`config.mk`:
```
export PLATFORM = sky130hd
export DESIGN_NAME = segway_ctrl_seq
export DESIGN_NICKNAME = d
export VERILOG_FILES = /design/src/rtl/segway_ctrl_seq.sv
export SDC_FILE = /design/constraint.sdc
export NUM_CORES = 1
export LEC_CHECK = 0
export CORE_ASPECT_RATIO = 0.7
export CORE_MARGIN = 2
export CORE_UTILIZATION = 55
export CTS_BUF_LIST = sky130_fd_sc_hd__clkbuf_4
export DETAILED_ROUTE_END_ITERATION = 8
export HOLD_SLACK_MARGIN = 0.12
export PLACE_DENSITY = 0.78
export SKIP_CTS_REPAIR_TIMING = 1
export SLEW_MARGIN = 20
export SYNTH_ARGS = -nofsm -noshare
export SYNTH_HDL_FRONTEND = slang
export SYNTH_SLANG_ARGS = --single-unit
export TNS_END_PERCENT = 30
```
`constraint.sdc`:
```
create_clock -name clk -period 2.52 [get_ports clk]
set_input_delay 0.378 -clock clk [delete_from_list [all_inputs] [get_ports clk]]
set_output_delay 0.378 -clock clk [all_outputs]
set_load 0.01 [all_outputs]
```
`src/rtl/segway_ctrl_seq.sv`:
```
// Power-up / soft-start / steering / overspeed sequencer for the segway balance datapath.
// Outputs are decoded from the registered state and counters only.
module segway_ctrl_seq #(
  parameter int SS_CNT_W  = 20,
  parameter int OVR_CNT   = 3,
  parameter int STEER_DLY = 16
) (
  input  logic       clk,
  input  logic       rst_n,
  input  logic       pwr_btn,
  input  logic       rider_on,
  input  logic       steer_req,
  input  logic       nxt,
  input  logic       too_fast,
  output logic       pwr_up,
  output logic [7:0] ss_tmr,
  output logic       en_steer,
  output logic       ovr_spd,
  output logic [2:0] state
);

  localparam int OVR_W   = $clog2(OVR_CNT + 1);
  localparam int STEER_W = $clog2(STEER_DLY + 1);
  localparam logic [SS_CNT_W-1:0] SS_ALL    = '1;
  localparam logic [OVR_W-1:0]    OVR_MAX   = OVR_W'(OVR_CNT);
  localparam logic [STEER_W-1:0]  STEER_MAX = STEER_W'(STEER_DLY);

  typedef enum logic [2:0] {
    S_OFF   = 3'd0,
    S_WAIT  = 3'd1,
    S_RAMP  = 3'd2,
    S_RUN   = 3'd3,
    S_FAULT = 3'd4
  } state_e;

  state_e              state_q, state_d;
  logic [SS_CNT_W-1:0] ss_cnt_q, ss_cnt_d, ss_inc;
  logic [STEER_W-1:0]  steer_cnt_q, steer_cnt_d, steer_inc;
  logic [OVR_W-1:0]    ovr_cnt_q, ovr_cnt_d, ovr_inc;

  always_ff @(posedge clk) begin
    if (!rst_n) begin
      state_q     <= S_OFF;
      ss_cnt_q    <= '0;
      steer_cnt_q <= '0;
      ovr_cnt_q   <= '0;
    end else begin
      state_q     <= state_d;
      ss_cnt_q    <= ss_cnt_d;
      steer_cnt_q <= steer_cnt_d;
      ovr_cnt_q   <= ovr_cnt_d;
    end
  end

  always_comb begin
    state_d     = state_q;
    ss_cnt_d    = ss_cnt_q;
    steer_cnt_d = steer_cnt_q;
    ovr_cnt_d   = ovr_cnt_q;
    ss_inc      = (ss_cnt_q == SS_ALL) ? SS_ALL : ss_cnt_q + SS_CNT_W'(1);
    steer_inc   = (steer_cnt_q == STEER_MAX) ? STEER_MAX : steer_cnt_q + STEER_W'(1);
    ovr_inc     = ovr_cnt_q + OVR_W'(1);

    if (!pwr_btn) begin
      state_d     = S_OFF;
      ss_cnt_d    = '0;
      steer_cnt_d = '0;
      ovr_cnt_d   = '0;
    end else begin
      case (state_q)
        S_OFF: begin
          state_d     = S_WAIT;
          ss_cnt_d    = '0;
          steer_cnt_d = '0;
          ovr_cnt_d   = '0;
        end
        S_WAIT: begin
          ss_cnt_d    = '0;
          steer_cnt_d = '0;
          ovr_cnt_d   = '0;
          if (rider_on) state_d = S_RAMP;
        end
        S_RAMP: begin
          steer_cnt_d = '0;
          ovr_cnt_d   = '0;
          if (!rider_on) begin
            state_d  = S_WAIT;
            ss_cnt_d = '0;
          end else begin
            // The edge that makes the ramp full is also the edge that enters RUN.
            ss_cnt_d = ss_inc;
            if (ss_inc == SS_ALL) state_d = S_RUN;
          end
        end
        S_RUN: begin
          ss_cnt_d = SS_ALL;
          if (!rider_on) begin
            state_d     = S_WAIT;
            ss_cnt_d    = '0;
            steer_cnt_d = '0;
            ovr_cnt_d   = '0;
          end else if (nxt && too_fast && (ovr_inc == OVR_MAX)) begin
            state_d     = S_FAULT;
            steer_cnt_d = '0;
            ovr_cnt_d   = '0;
          end else begin
            if (nxt) ovr_cnt_d = too_fast ? ovr_inc : '0;
            // Dropping steer_req disqualifies steering immediately, not on the next sample.
            if (!steer_req) steer_cnt_d = '0;
            else if (nxt)   steer_cnt_d = steer_inc;
          end
        end
        S_FAULT: begin
          ss_cnt_d    = SS_ALL;
          steer_cnt_d = '0;
          if (!rider_on) begin
            state_d   = S_WAIT;
            ss_cnt_d  = '0;
            ovr_cnt_d = '0;
          end else if (nxt) begin
            if (!too_fast && (ovr_inc == OVR_MAX)) begin
              state_d   = S_RUN;
              ovr_cnt_d = '0;
            end else begin
              ovr_cnt_d = too_fast ? '0 : ovr_inc;
            end
          end
        end
        default: begin
          state_d     = S_OFF;
          ss_cnt_d    = '0;
          steer_cnt_d = '0;
          ovr_cnt_d   = '0;
        end
      endcase
    end
  end

  always_comb begin
    pwr_up   = 1'b0;
    ss_tmr   = 8'h00;
    en_steer = 1'b0;
    ovr_spd  = 1'b0;
    state    = state_q;
    case (state_q)
      S_WAIT:  pwr_up = 1'b1;
      S_RAMP: begin
        pwr_up = 1'b1;
        ss_tmr = ss_cnt_q[SS_CNT_W-1 -: 8];
      end
      S_RUN: begin
        pwr_up   = 1'b1;
        ss_tmr   = 8'hFF;
        en_steer = (steer_cnt_q == STEER_MAX);
      end
      S_FAULT: begin
        pwr_up  = 1'b1;
        ss_tmr  = 8'hFF;
        ovr_spd = 1'b1;
      end
      default: ;
    endcase
  end

endmodule

```
After elaboration in Yosys (flattened, before gate mapping)
Index checks and enable logic that the tools add are counted.

Register bits after elaboration: 30. Bits of input ports: 7. Output and inout port bits: 14. Logic and storage cells: 64.

Add/sub/neg operators: 3. Equality and inequality tests: 14. Multiplexer cells: 27. Bitwise operators: 5. Reductions and logical operators: 11.

Operators with widths (number): 20-bit 2-to-1 mux (3); 20-bit equality test (second input constant) (2); 20-bit case mux with 2 select lines (1); 3-bit 2-to-1 mux (8); 20-bit by 1-bit adder with 20-bit output (second input constant) (1); 2-bit 2-to-1 mux (8); 8-bit case mux with 2 select lines (1); 3-bit case mux with 5 select lines (1); 3-bit != test (second input constant) (4); 3-bit by 2-bit equality test with 1-bit output (second input constant) (2); 6-bit OR reduction (1); 5-bit by 1-bit adder with 5-bit output (second input constant) (1); 5-bit equality test (second input constant) (1); 5-bit 2-to-1 mux (1); 1-bit inverter (5); 5-bit AND reduction (1); 4-bit != test (second input constant) (1); 2-bit case mux with 2 select lines (1); 2-bit AND reduction (2); 4-bit OR reduction (1); 3-bit by 1-bit equality test with 1-bit output (second input constant) (1); 3-bit equality test (second input constant) (1); 1-bit logical AND (3); 3-bit logical NOT (1); other kinds (6) (8).

Longest topological paths before layout
Gate-level depths: netlist of run 1.

Depth in word-level cells: 7. Mapped depth: 9. Mapped depth without buffers: 8.

Least setup slack after synthesis of run 1
No wires, ideal clock.

Path kind: register to register. From: register ss_cnt_q[0]. To: register state_q[0], in the netlist state[0]. Setup time: 72 ps. Arrival: 2069 ps. Data required time: 2448 ps. Path slack: 379 ps. Cell stages (with the launch flop): 9. Buffers on the path: 0. Period minus slack after synthesis: 2141 ps. Cell sequence: dfxtp_1 ha_1 nand3_2 o32ai_1 a32oi_1 nor4b_1 a41oi_2 o21ai_2 mux2i_1.

Cells in the longest elaborated chain, start to end: 5.

Ends and longest elaborated chain: from (decl) (line 37) `logic [SS_CNT_W-1:0] ss_cnt_q, ss_cnt_d, ss_inc;`; from (signal assigned) (line 49) `ss_cnt_q <= ss_cnt_d;`; 20-bit by 1-bit adder with 20-bit output / 20-bit equality test (equally long branches) (line 60) `ss_inc = (ss_cnt_q == SS_ALL) ? SS_ALL : ss_cnt_q + SS_CNT_W'(1);`; 20-bit 2-to-1 mux (*) (line 60); 20-bit equality test (*) (line 92) `if (ss_inc == SS_ALL) state_d = S_RUN;`; 3-bit != test (no source line) (*); 5-bit AND reduction (no source line) (*); to (signal assigned) (line 48) `state_q <= state_d;`; to (decl) (line 36) `state_e state_q, state_d;`.

Every way passes the cells marked *; elsewhere a longest branch is shown, timed or not. A chain may end at the register's enable or synchronous reset.

Worst setup path after layout of run 1
From: register steer_cnt_q[0]. To: output en_steer.

Cells in the longest elaborated chain, start to end: 2.

Ends and longest elaborated chain: from (decl) (line 38) `logic [STEER_W-1:0] steer_cnt_q, steer_cnt_d, steer_inc;`; from (signal assigned) (line 50) `steer_cnt_q <= steer_cnt_d;`; 5-bit equality test (line 154) `en_steer = (steer_cnt_q == STEER_MAX);`; 1-bit 2-to-1 mux (line 145) `case (state_q)`; to (decl) (line 17) `output logic en_steer,`.

Every way passes these cells.

==> impl_table.tex, run 1 <==
\begin{tabular}{lr}
\hline
Metric & Value \\
\hline
\multicolumn{2}{l}{\textbf{Floorplanning}} \\
IO Pins & 21 \\
Die area & 4270 um2 \\
Height of the die & about 55 um \\
Number of cell rows & 18 \\
Initial cell density of the core & between 50\% and 60\% \\
Standard cell core area & 3560 um2 \\
Width of the die & around 77 um \\
\multicolumn{2}{l}{\textbf{Detailed routing}} \\
Starting DRC count in detailed routing & 121 \\
Number of iterations in the first detailed-routing pass & 4 \\
Via count & between 1.5k and 2k \\
Remaining DRCs & 0 \\
Number of routed nets with antenna violations & 0 \\
Total length of routed wires & between 4000 and 5000 um \\
Average via count per standard cell & a little under 6 \\
Drt wl/cell & about 15 um \\
\multicolumn{2}{l}{\textbf{Placed design}} \\
Minimum setup slack after placement & approximately 0.21 ns \\
Placed cell area & 2280 um2 \\
Number of buffer cells added on primary ports & 20 \\
Weighted congestion at the end of routability-driven global placement & between 0.8 and 0.9 \\
Sum of net half-perimeters after detailed placement & $\sim$3500 um \\
\multicolumn{2}{l}{\textbf{Finish}} \\
Register area & around 600 um2 \\
Filler instances & between 300 and 400 \\
Area added between synthesis and finish & 13.4\% \\
Cell area after layout & 2340 um2 \\
Post-route core utilization & roughly 66\% \\
Fin nets & 278 \\
Antenna Diode Count & 0 \\
Multi-input gate area in the final layout & 1320 um2 \\
Proportion of layout cells with a drive suffix above 1 & between 10\% and 20\% \\
\multicolumn{2}{l}{\textbf{Power}} \\
Logic pwr share & 7.5\% \\
Power density over the cells & about 360 nW/um2 \\
Fraction of power spent switching nets & 27.0\% \\
Net switching component of the power & 0.225 mW \\
Cell-internal power & around 0.61 mW \\
Share of total power in the clock network & about a third \\
Overall power & between 0.8 and 0.9 mW \\
Sequential power share & 57.5\% \\
Worst vdd rail ir drop & around 300 uV \\
Leak Pwr & between 0.9 and 1 nW \\
\multicolumn{2}{l}{\textbf{Timing}} \\
Total negative setup slack & 0 ns \\
Final number of max-transition violations & 0 \\
Post-route minimum period & approximately 2.4 ns \\
Worst rel slew slack & 72.5\% \\
Final WS setup & 0.165 ns \\
Setup repair after global routing missed its margin & false \\
Post-route clock period utilization & between 90 and 100\% \\
Final setup violating endpoints & 0 \\
Hold Fails Final Rpt & 0 \\
Worst-Margin Slew & 0.411 ns \\
Setup skew after layout & approximately 0.0090 ns \\
Highest clock frequency the design can meet & around 0.42 GHz \\
\multicolumn{2}{l}{\textbf{Synthesis}} \\
Post-synth EDFFs & 0 \\
Net count of the mapped netlist & approximately 260 \\
Cell count after synthesis & 248 \\
Synthesis Warnings & 0 \\
Cell area after synthesis & roughly 2100 um2 \\
Prevailing post-synth register cell & dfxtp\_1 \\
Average cell area after synthesis & 8.32 um2 \\
Most frequent cell after synthesis & dfxtp\_1 \\
Count of cell types in the netlist & slightly above 60 \\
Share of the yosys chip area belonging to registers & 29.1\% \\
Asr flop ratio synth & 0\% \\
Dominant cell type by area after synthesis & dfxtp\_1 \\
Total of flip-flops plus latches after synthesis & 30 \\
Most used standard cells in the synthesized netlist & dfxtp\_1, a21oi\_1, o21ai\_0 \\
Area contributors post-synth & dfxtp\_1, a21oi\_1, o21ai\_0 \\
Fraction of synthesized cell area taken by the top area cell type & 29.1\% \\
\multicolumn{2}{l}{\textbf{CTS}} \\
Clock edge transition at the registers on the reported setup and hold paths & approximately 0.11 ns \\
Clock net sink count & 30 \\
Maximum root-to-sink buffer count & 2 \\
TritonCTS clock tree & done \\
Clock latency at the later pin of the worst-skew pair & between 0.3 and 0.4 ns \\
CTS buffer count & 5 \\
CTS Root Cell & clkbuf\_4 \\
Number of H-tree levels & 2 \\
\multicolumn{2}{l}{\textbf{Setup path}} \\
Largest fanout on the critical path & 4 \\
Startpoint type of the worst setup path & flip-flop \\
Worst R2R Setup Slack & between 0.2 and 0.25 ns \\
Worst reg2reg path startpoint & ss\_cnt\_q[1] \\
Worst-case reg-to-reg path depth & 8 \\
Slowest cell delay on critical path & between 0.5 and 0.6 ns \\
Required time of the worst setup path & roughly 2.1 ns \\
Critical path data arrival time & roughly 2 ns \\
Category of the critical setup timing path & flip-flop to output pin \\
Endpoint kind of the worst setup timing path & output pin \\
Reg-to-Reg End & state[0] \\
Critical-path cell with the highest stage delay & clkdlybuf4s50\_1 \\
Critical-path cell list & inv\_1 -> ha\_1 -> nor4bb\_1 -> and3\_1 -> clkdlybuf4s50\_1 \\
\multicolumn{2}{l}{\textbf{Global routing}} \\
Global-route wire length before repair & $\sim$8400 um \\
Combined global-route utilization of all metal layers & between 20\% and 30\% \\
Number of global-route vias before repair & around 1.7k \\
Sum of overflow across all layers after global routing & 0 \\
Largest net degree at the start of global routing & 25 \\
Number of antenna violations at the first check in global routing & 0 \\
\multicolumn{2}{l}{\textbf{Min path}} \\
Hold Path Class & flip-flop to flip-flop \\
Launch point of the worst hold path & ovr\_cnt\_q[0] \\
Worst hold stages & 2 \\
Hold worst-path end & ovr\_cnt\_q[0] \\
\multicolumn{2}{l}{\textbf{Run status}} \\
Result of the run & complete, no violations \\
\multicolumn{2}{l}{\textbf{Job}} \\
Number of max-cap violations & 0 \\
\hline
\end{tabular}
[per-layer routing]
layer / vias to the layer above / global-route usage, % / part of all wire, %
met1: 888 / 36.2 / 49
li1: 934 / - / -
met4: 0 / 7.91 / 1.3
met3: 7 / 5.72 / 6.3
met2: 55 / 36.3 / 43
met5: - / 0 / 0
[state kept, by name (all words and copies together) (netlist names)]
signal	cells
ovr_cnt_q	2
ss_cnt_q	20
state	3
steer_cnt_q	5
[logic make-up (layout without fill, tap and decap cells)]
logic type,after synthesis,in the layout,synth area share (%)
adders and majority gates,4,4,2.42
and+or+nand+nor,93,93,29.4
AOI/OAI and AO/OA,71,71,20.4
buffers and inverters,25,45,7.27
DFF,30,30,29.1
xor gates and xnor gates,20,20,8.85
muxes,5,5,2.55
[metrics by stage]
step | cells | hold slack, ns
2_1_floorplan | 248 | 0.440
3_3_place_gp | 310 | 0.454
3_5_place_dp | 310 | 0.469
4_1_cts | 318 | 0.484
5_1_grt | 318 | 0.517
6_report | 318 | 0.482
[worst max-delay path, delay by kind of cell, from the launching register on]
kind,cells,cell delay (ns)
adders and majority gates,1,0.13
DFF,1,0.37
buffers and inverters,2,0.60
and+or+nand+nor,2,0.53
[layout make-up]
type	instances	share of cell area, %
Clock buffer	5	1.60
Inverter	7	1.12
Multi-Input combinational cell	193	56.4
Tap cell	50	2.67
Clock inverter	3	0.695
Sequential cell	30	25.7
Timing Repair Buffer	30	11.8
[worst max path at each step]
stage / start / cells past startpoint / to
2_1_floorplan: ss_cnt_q[0] / 8 / state[0]
3_3_place_gp: ss_cnt_q[0] / 8 / state[0]
3_5_place_dp: rider_on / 7 / state[0]
4_1_cts: state[1] / 4 / ss_tmr[6]
5_1_grt: ss_cnt_q[1] / 8 / state[0]
6_report: steer_cnt_q[0] / 5 / en_steer
[cell usage in the layout, fill, tap and decap left out, types with 2 or more instances in the layout]
master and instances:
buf_4 10, mux2_2 2, nor3b_1 3, dfxtp_1 29
nor4_1 3, xnor2_1 8, a21oi_1 27, or2b_2 2
nand3b_1 2, nor2_1 16, nand2_1 17, xor2_1 11
o21ai_0 26, ha_1 4, nand2b_1 3, nand3_1 11
nand3_2 2, and3_2 2, nand4b_1 2, a22oi_1 2
clkdlybuf4s50_1 20, mux2i_1 3, inv_1 7, nand4_1 4
clkbuf_4 5, nand4_4 3, and3_1 7, o211ai_1 2
[power groups by stage]
stage	clock network, mW	registers [mW]	logic (mW)
2_1_floorplan	0	0.489	0.0373
3_3_place_gp	0	0.490	0.0597
3_5_place_dp	0	0.490	0.0607
4_1_cts	0.299	0.479	0.0618
5_1_grt	0.317	0.479	0.0674
6_report	0.292	0.479	0.0621
(Power assumes the default switching activity.)
==> inputs of run 2 (changes only) <==
Settings changed: CORE_ASPECT_RATIO 0.7 to default.
==> run 2 against run 1 <==
Net effect:
- cell count fell by 0.31%
- clock power fell by 3%
- design area rose by 0.48%
- via count fell by 2.4%
- sequential share of layout area fell by 0.18 points
- clock-buffer cell count rose by 1
- hold slack got worse by 0.0097 ns
- maximum frequency fell by 1.7%
- wire length fell by 9.2%
- register-to-register slack barely moved
- utilization fell by 1.0 points
==> impl_table.tex, run 2 (synthesis results as in run 1) <==
\begin{tabular}{lr}
\hline
Metric & Value \\
\hline
\multicolumn{2}{l}{\textbf{Setup path}} \\
Largest fanout on the critical path & 4 (unchanged) \\
Critical-path cell list & inv\_1 -> ha\_1 -> nor4bb\_2 -> and3\_1 -> clkdlybuf4s50\_1 (was inv\_1 -> ha\_1 -> nor4bb\_1 -> and3\_1 -> clkdlybuf4s50\_1) \\
Endpoint kind of the worst setup timing path & output pin (unchanged) \\
Startpoint type of the worst setup path & flip-flop (unchanged) \\
Worst reg2reg path startpoint & ss\_cnt\_q[1] (unchanged) \\
Required time of the worst setup path & 2.14 ns (about the same) \\
Critical-path cell with the highest stage delay & clkdlybuf4s50\_1 (unchanged) \\
Slowest cell delay on critical path & 0.53 ns (about the same) \\
Critical path data arrival time & 2.02 ns (was 1.98 ns) \\
Category of the critical setup timing path & flip-flop to output pin (unchanged) \\
Launching element of the worst setup path & steer\_cnt\_q[0] (unchanged) \\
\multicolumn{2}{l}{\textbf{CTS}} \\
Clock latency at the later pin of the worst-skew pair & 0.33 ns (was 0.35 ns) \\
CTS buffer count & 5 (unchanged) \\
CTS Root Cell & clkbuf\_4 (unchanged) \\
TritonCTS clock tree & done (unchanged) \\
Clock net sink count & 30 (unchanged) \\
Clock edge transition at the registers on the reported setup and hold paths & 0.09 ns (was 0.11 ns) \\
Maximum root-to-sink buffer count & 2 (unchanged) \\
Number of H-tree levels & 2 (unchanged) \\
\multicolumn{2}{l}{\textbf{Timing}} \\
Highest clock frequency the design can meet & 0.418 GHz (was 0.425 GHz) \\
Worst-Margin Slew & 0.458 ns (was 0.411 ns) \\
Final number of max-transition violations & 0 (unchanged) \\
Post-route clock period utilization & 95.0\% (was 93.5\%) \\
Setup repair after global routing missed its margin & false (unchanged) \\
Hold Fails Final Rpt & 0 (unchanged) \\
Post-route minimum period & 2.39 ns (was 2.36 ns) \\
Total negative setup slack & 0 ns (unchanged) \\
Setup skew after layout & 0.0101 ns (was 0.00900 ns) \\
Worst rel slew slack & 69.4\% (was 72.5\%) \\
Final setup violating endpoints & 0 (unchanged) \\
\multicolumn{2}{l}{\textbf{Power}} \\
Fraction of power spent switching nets & 24.5\% (was 27.0\%) \\
Cell-internal power & 0.620 mW (was 0.609 mW) \\
Share of total power in the clock network & 34.5\% (was 35.1\%) \\
Leak Pwr & 0.907 nW (was 0.901 nW) \\
Sequential power share & 58.1\% (was 57.5\%) \\
Logic pwr share & 7.4\% (was 7.5\%) \\
Power density over the cells & 349 nW/um2 (was 356 nW/um2) \\
Net switching component of the power & 0.201 mW (was 0.225 mW) \\
Worst vdd rail ir drop & 285 uV (was 303 uV) \\
Overall power & 0.822 mW (was 0.833 mW) \\
\multicolumn{2}{l}{\textbf{Run status}} \\
Result of the run & complete, no violations (unchanged) \\
\multicolumn{2}{l}{\textbf{Placed design}} \\
Sum of net half-perimeters after detailed placement & 3220 um (was 3460 um) \\
Weighted congestion at the end of routability-driven global placement & 0.927 (was 0.881) \\
Number of buffer cells added on primary ports & 20 (unchanged) \\
\multicolumn{2}{l}{\textbf{Job}} \\
Number of max-cap violations & 0 (unchanged) \\
\multicolumn{2}{l}{\textbf{Finish}} \\
Most common cell after layout, fill and taps aside & dfxtp\_1 (unchanged) \\
Register area & 601 um2 (was 602 um2) \\
Filler instances & 315 (was 338) \\
Leading cell types in the layout, fill and taps excluded & dfxtp\_1, a21oi\_1, o21ai\_0 (unchanged) \\
Proportion of layout cells with a drive suffix above 1 & 16.7\% (was 16.4\%) \\
Number of flip-flops in the largest register & 20 (unchanged) \\
Fin nets & 279 (was 278) \\
Post-route core utilization & 64.7\% (was 65.8\%) \\
Area added between synthesis and finish & 13.9\% (was 13.4\%) \\
Multi-input gate area in the final layout & 1330 um2 (was 1320 um2) \\
Largest register by flop count & ss\_cnt\_q (unchanged) \\
Antenna Diode Count & 0 (unchanged) \\
\multicolumn{2}{l}{\textbf{Global routing}} \\
Number of antenna violations at the first check in global routing & 0 (unchanged) \\
Largest net degree at the start of global routing & 21 (was 25) \\
Combined global-route utilization of all metal layers & 23.4\% (was 24.8\%) \\
Sum of overflow across all layers after global routing & 0 (unchanged) \\
Global-route wire length before repair & 7780 um (was 8450 um) \\
Number of global-route vias before repair & 1714 (was 1735) \\
\multicolumn{2}{l}{\textbf{Detailed routing}} \\
Via count & 1839 (was 1884) \\
Sum of routed wire segments on met1 & 2080 um (was 2420 um) \\
Detailed-routed wire length on met3 & 236 um (was 312 um) \\
Drt wl/cell & 14.1 um (was 15.5 um) \\
Number of routed nets with antenna violations & 0 (unchanged) \\
Max layer used & met4 (unchanged) \\
Starting DRC count in detailed routing & 171 (was 121) \\
Remaining DRCs & 0 (unchanged) \\
Number of iterations in the first detailed-routing pass & 4 (unchanged) \\
Total length of routed wires & 4470 um (was 4920 um) \\
Met2 wire len & 2100 um (was 2130 um) \\
Average via count per standard cell & 5.80 (was 5.92) \\
\multicolumn{2}{l}{\textbf{Floorplanning}} \\
IO Pins & 21 (unchanged) \\
Width of the die & 65.3 um (was 77.2 um) \\
Height of the die & 65.3 um (was 55.3 um) \\
Number of cell rows & 22 (was 18) \\
Initial cell density of the core & 56.8\% (was 58.0\%) \\
Die area & 4260 um2 (was 4270 um2) \\
Standard cell core area & 3630 um2 (was 3560 um2) \\
\multicolumn{2}{l}{\textbf{Min path}} \\
Launch point of the worst hold path & ovr\_cnt\_q[0] (unchanged) \\
Hold Path Class & flip-flop to flip-flop (unchanged) \\
\hline
\end{tabular}
-- run 2: per-stage QoR --
step / worst slack, ns / std cells / cell area, um2 / hold WS [ns]
3_3_place_gp: 0.254 / 309 / 2280 / 0.452
2_1_floorplan: 0.379 / 248 / 2060 / 0.440
4_1_cts: 0.0403 / 317 / 2340 / 0.477
6_report: 0.125 / 317 / 2350 / 0.472
3_5_place_dp: 0.160 / 309 / 2280 / 0.465
5_1_grt: 0.00865 / 317 / 2350 / 0.525
-- run 2: layout make-up --
type / instances / share of cell area (%)
multi-input combinational: 193 / 56.5
sequential: 30 / 25.5
tap: 48 / 2.55
clock buffer: 6 / 1.91
clock inverter: 2 / 0.372
timing repair buffer: 31 / 12.0
inverter: 7 / 1.12
-- run 2: routing by layer --
metal | vias to the layer above | track usage, %
met5 | - | 0
met4 | 0 | 9.38
met3 | 8 | 6.51
met2 | 44 | 36.6
met1 | 846 | 30.4
li1 | 941 | -
-- run 2: power by group through the flow --
stage	Combinational, mW	Sequential [mW]	Clock (mW)
after global placement	0.0602	0.489	0
after detailed placement	0.0605	0.489	0
final	0.0611	0.477	0.283
after global routing	0.0669	0.478	0.313
after floorplan	0.0373	0.489	0
after CTS	0.0606	0.478	0.291
-- run 2: final timing paths --
check | end | slack (ns) | depth (start not counted)
max | en_steer | 0.13 | 5
min | ovr_cnt_q[0] | 0.47 | 2
min reg2reg | ovr_cnt_q[0] | 0.47 | 2
max reg2reg | state[0] | 0.22 | 8
-- run 2: critical path: cells and delay by family, from the launching register on --
kind	cells	cell delay [ns]
flops	1	0.35
simple gates	2	0.60
fa+ha+maj	1	0.14
buf+inv	2	0.59
==> inputs of run 3 (changes only) <==
Settings changed: PLACE_DENSITY 0.78 to 0.85, TNS_END_PERCENT 30 to default.
==> run 3 against run 2 <==
Net effect:
- combinational power grew 2%
- register-to-register slack got worse by 0.04 ns
- critical path type unchanged
- wire length rose by 4.6%
- utilization decreased by 0.17 points
- first-iteration DRC count is 16% higher
- via count rose by 2.8%
- power increased by 0.37%
- die area stayed put
- clock power about the same
- critical endpoint unchanged
- design area is 0.27% lower
- clock skew up 0.0042 ns
==> impl_table.tex, run 3 (synthesis results as in run 1) <==
\begin{tabular}{lr}
\hline
Metric & Value \\
\hline
\multicolumn{2}{l}{\textbf{Finish}} \\
Proportion of layout cells with a drive suffix above 1 & 16.4\% (was 16.7\%) \\
Largest register by flop count & ss\_cnt\_q (unchanged) \\
Number of flip-flops in the largest register & 20 (unchanged) \\
Leading cell types in the layout, fill and taps excluded & dfxtp\_1, a21oi\_1, o21ai\_0 (unchanged) \\
Most common cell after layout, fill and taps aside & dfxtp\_1 (unchanged) \\
Filler instances & 296 (was 315) \\
Multi-input gate area in the final layout & 1320 um2 (was 1330 um2) \\
Area added between synthesis and finish & 13.6\% (was 13.9\%) \\
Antenna Diode Count & 0 (unchanged) \\
Cell area after layout & 2350 um2 (about the same) \\
Register area & 601 um2 (unchanged) \\
Fin nets & 279 (unchanged) \\
\multicolumn{2}{l}{\textbf{Detailed routing}} \\
Average via count per standard cell & 5.96 (was 5.80) \\
Drt wl/cell & 14.8 um (was 14.1 um) \\
Number of iterations in the first detailed-routing pass & 5 (was 4) \\
Starting DRC count in detailed routing & 199 (was 171) \\
Total length of routed wires & 4680 um (was 4470 um) \\
Via count & 1890 (was 1839) \\
Remaining DRCs & 0 (unchanged) \\
Number of routed nets with antenna violations & 0 (unchanged) \\
\multicolumn{2}{l}{\textbf{Global routing}} \\
Number of global-route vias before repair & 1689 (was 1714) \\
Number of antenna violations at the first check in global routing & 0 (unchanged) \\
Global-route wire length before repair & 8070 um (was 7780 um) \\
Sum of overflow across all layers after global routing & 0 (unchanged) \\
Combined global-route utilization of all metal layers & 24.2\% (was 23.4\%) \\
Largest net degree at the start of global routing & 21 (unchanged) \\
\multicolumn{2}{l}{\textbf{Timing}} \\
Worst-Margin Slew & 0.395 ns (was 0.458 ns) \\
Highest clock frequency the design can meet & 0.417 GHz (was 0.418 GHz) \\
Setup repair after global routing missed its margin & false (unchanged) \\
Post-route clock period utilization & 95.1\% (was 95.0\%) \\
Final setup violating endpoints & 0 (unchanged) \\
Worst rel slew slack & 73.5\% (was 69.4\%) \\
Hold Fails Final Rpt & 0 (unchanged) \\
Total negative setup slack & 0 ns (unchanged) \\
Setup skew after layout & 0.0143 ns (was 0.0101 ns) \\
Post-route minimum period & 2.40 ns (was 2.39 ns) \\
Final number of max-transition violations & 0 (unchanged) \\
\multicolumn{2}{l}{\textbf{Setup path}} \\
Endpoint kind of the worst setup timing path & output pin (unchanged) \\
Worst reg2reg path startpoint & ss\_cnt\_q[1] (unchanged) \\
Largest fanout on the critical path & 4 (unchanged) \\
Launching element of the worst setup path & steer\_cnt\_q[0] (unchanged) \\
Worst-case reg-to-reg path depth & 8 (unchanged) \\
Category of the critical setup timing path & flip-flop to output pin (unchanged) \\
Worst R2R Setup Slack & 0.18 ns (was 0.22 ns) \\
Reg-to-Reg End & state[0] (unchanged) \\
Startpoint type of the worst setup path & flip-flop (unchanged) \\
Critical path data arrival time & 2.02 ns (about the same) \\
Required time of the worst setup path & 2.14 ns (about the same) \\
\multicolumn{2}{l}{\textbf{Run status}} \\
Result of the run & complete, no violations (unchanged) \\
\multicolumn{2}{l}{\textbf{Min path}} \\
Worst hold stages & 2 (unchanged) \\
Launch point of the worst hold path & ovr\_cnt\_q[0] (unchanged) \\
Hold Path Class & flip-flop to flip-flop (unchanged) \\
Hold worst-path end & ovr\_cnt\_q[0] (unchanged) \\
\multicolumn{2}{l}{\textbf{Placed design}} \\
Sum of net half-perimeters after detailed placement & 3240 um (was 3220 um) \\
Number of buffer cells added on primary ports & 20 (unchanged) \\
Weighted congestion at the end of routability-driven global placement & 0.903 (was 0.927) \\
Placed cell area & 2280 um2 (unchanged) \\
\multicolumn{2}{l}{\textbf{CTS}} \\
Clock latency at the later pin of the worst-skew pair & 0.33 ns (about the same) \\
Clock edge transition at the registers on the reported setup and hold paths & 0.09 ns (about the same) \\
CTS Root Cell & clkbuf\_4 (unchanged) \\
Clock net sink count & 30 (unchanged) \\
Maximum root-to-sink buffer count & 2 (unchanged) \\
CTS buffer count & 5 (unchanged) \\
Number of H-tree levels & 2 (unchanged) \\
TritonCTS clock tree & done (unchanged) \\
\multicolumn{2}{l}{\textbf{Power}} \\
Net switching component of the power & 0.203 mW (was 0.201 mW) \\
Logic pwr share & 7.6\% (was 7.4\%) \\
Worst vdd rail ir drop & 320 uV (was 285 uV) \\
Share of total power in the clock network & 34.5\% (about the same) \\
Sequential power share & 57.9\% (was 58.1\%) \\
Leak Pwr & 0.907 nW (about the same) \\
Power density over the cells & 352 nW/um2 (was 349 nW/um2) \\
Fraction of power spent switching nets & 24.7\% (was 24.5\%) \\
Cell-internal power & 0.621 mW (was 0.620 mW) \\
\multicolumn{2}{l}{\textbf{Floorplanning}} \\
Width of the die & 65.3 um (unchanged) \\
Standard cell core area & 3630 um2 (unchanged) \\
IO Pins & 21 (unchanged) \\
Number of cell rows & 22 (unchanged) \\
Height of the die & 65.3 um (unchanged) \\
Die area & 4260 um2 (unchanged) \\
Initial cell density of the core & 56.8\% (unchanged) \\
\multicolumn{2}{l}{\textbf{Job}} \\
Number of max-cap violations & 0 (unchanged) \\
\hline
\end{tabular}
[run 3: power by group through the flow]
stage / Sequential, mW / Combinational (mW) / Clock [mW]
2_1_floorplan: 0.489 / 0.0373 / 0
3_3_place_gp: 0.489 / 0.0607 / 0
3_5_place_dp: 0.489 / 0.0615 / 0
4_1_cts: 0.478 / 0.0618 / 0.292
5_1_grt: 0.478 / 0.0692 / 0.321
6_report: 0.478 / 0.0625 / 0.285
[run 3: layout make-up]
| cell class | count | area share, % |
|---|---|---|
| tap | 48 | 2.56 |
| timing repair buffer | 31 | 12.1 |
| clock buffer | 6 | 1.92 |
| sequential | 30 | 25.6 |
| multi-input combinational | 193 | 56.4 |
| clock inverter | 2 | 0.373 |
| inverter | 7 | 1.12 |
[run 3: stage by stage]
stage	hold WS (ns)	std cells	utilization (%)	setup WS, ns	power, mW
2_1_floorplan	0.440	248	-	0.379	0.526
3_3_place_gp	0.450	309	62.8	0.270	0.549
3_5_place_dp	0.468	309	62.8	0.149	0.550
4_1_cts	0.481	317	64.3	0.0742	0.832
5_1_grt	0.507	317	64.6	0.00447	0.868
6_report	0.475	317	64.6	0.124	0.825
[run 3: worst max-delay path by stage]
stage,to,cells after the start
floorplan,state[0],8
global placement,state[0],8
detailed placement,state[0],8
CTS,en_steer,5
global route,state[0],8
finish,en_steer,5
[run 3: critical path, cell delays in order, from the launching register on]
cell             delay (ns)
dfxtp_1                0.35
inv_1                  0.07
ha_1                   0.14
nor4bb_2               0.39
and3_1                 0.21
clkdlybuf4s50_1        0.53
[run 3: per-layer routing]
| metal | global-route usage (%) | share of wire [%] |
|---|---|---|
| met4 | 8.85 | 1.8 |
| met1 | 32.0 | 46 |
| met5 | 0 | 0 |
| met2 | 38.8 | 48 |
| met3 | 5.14 | 4.5 |
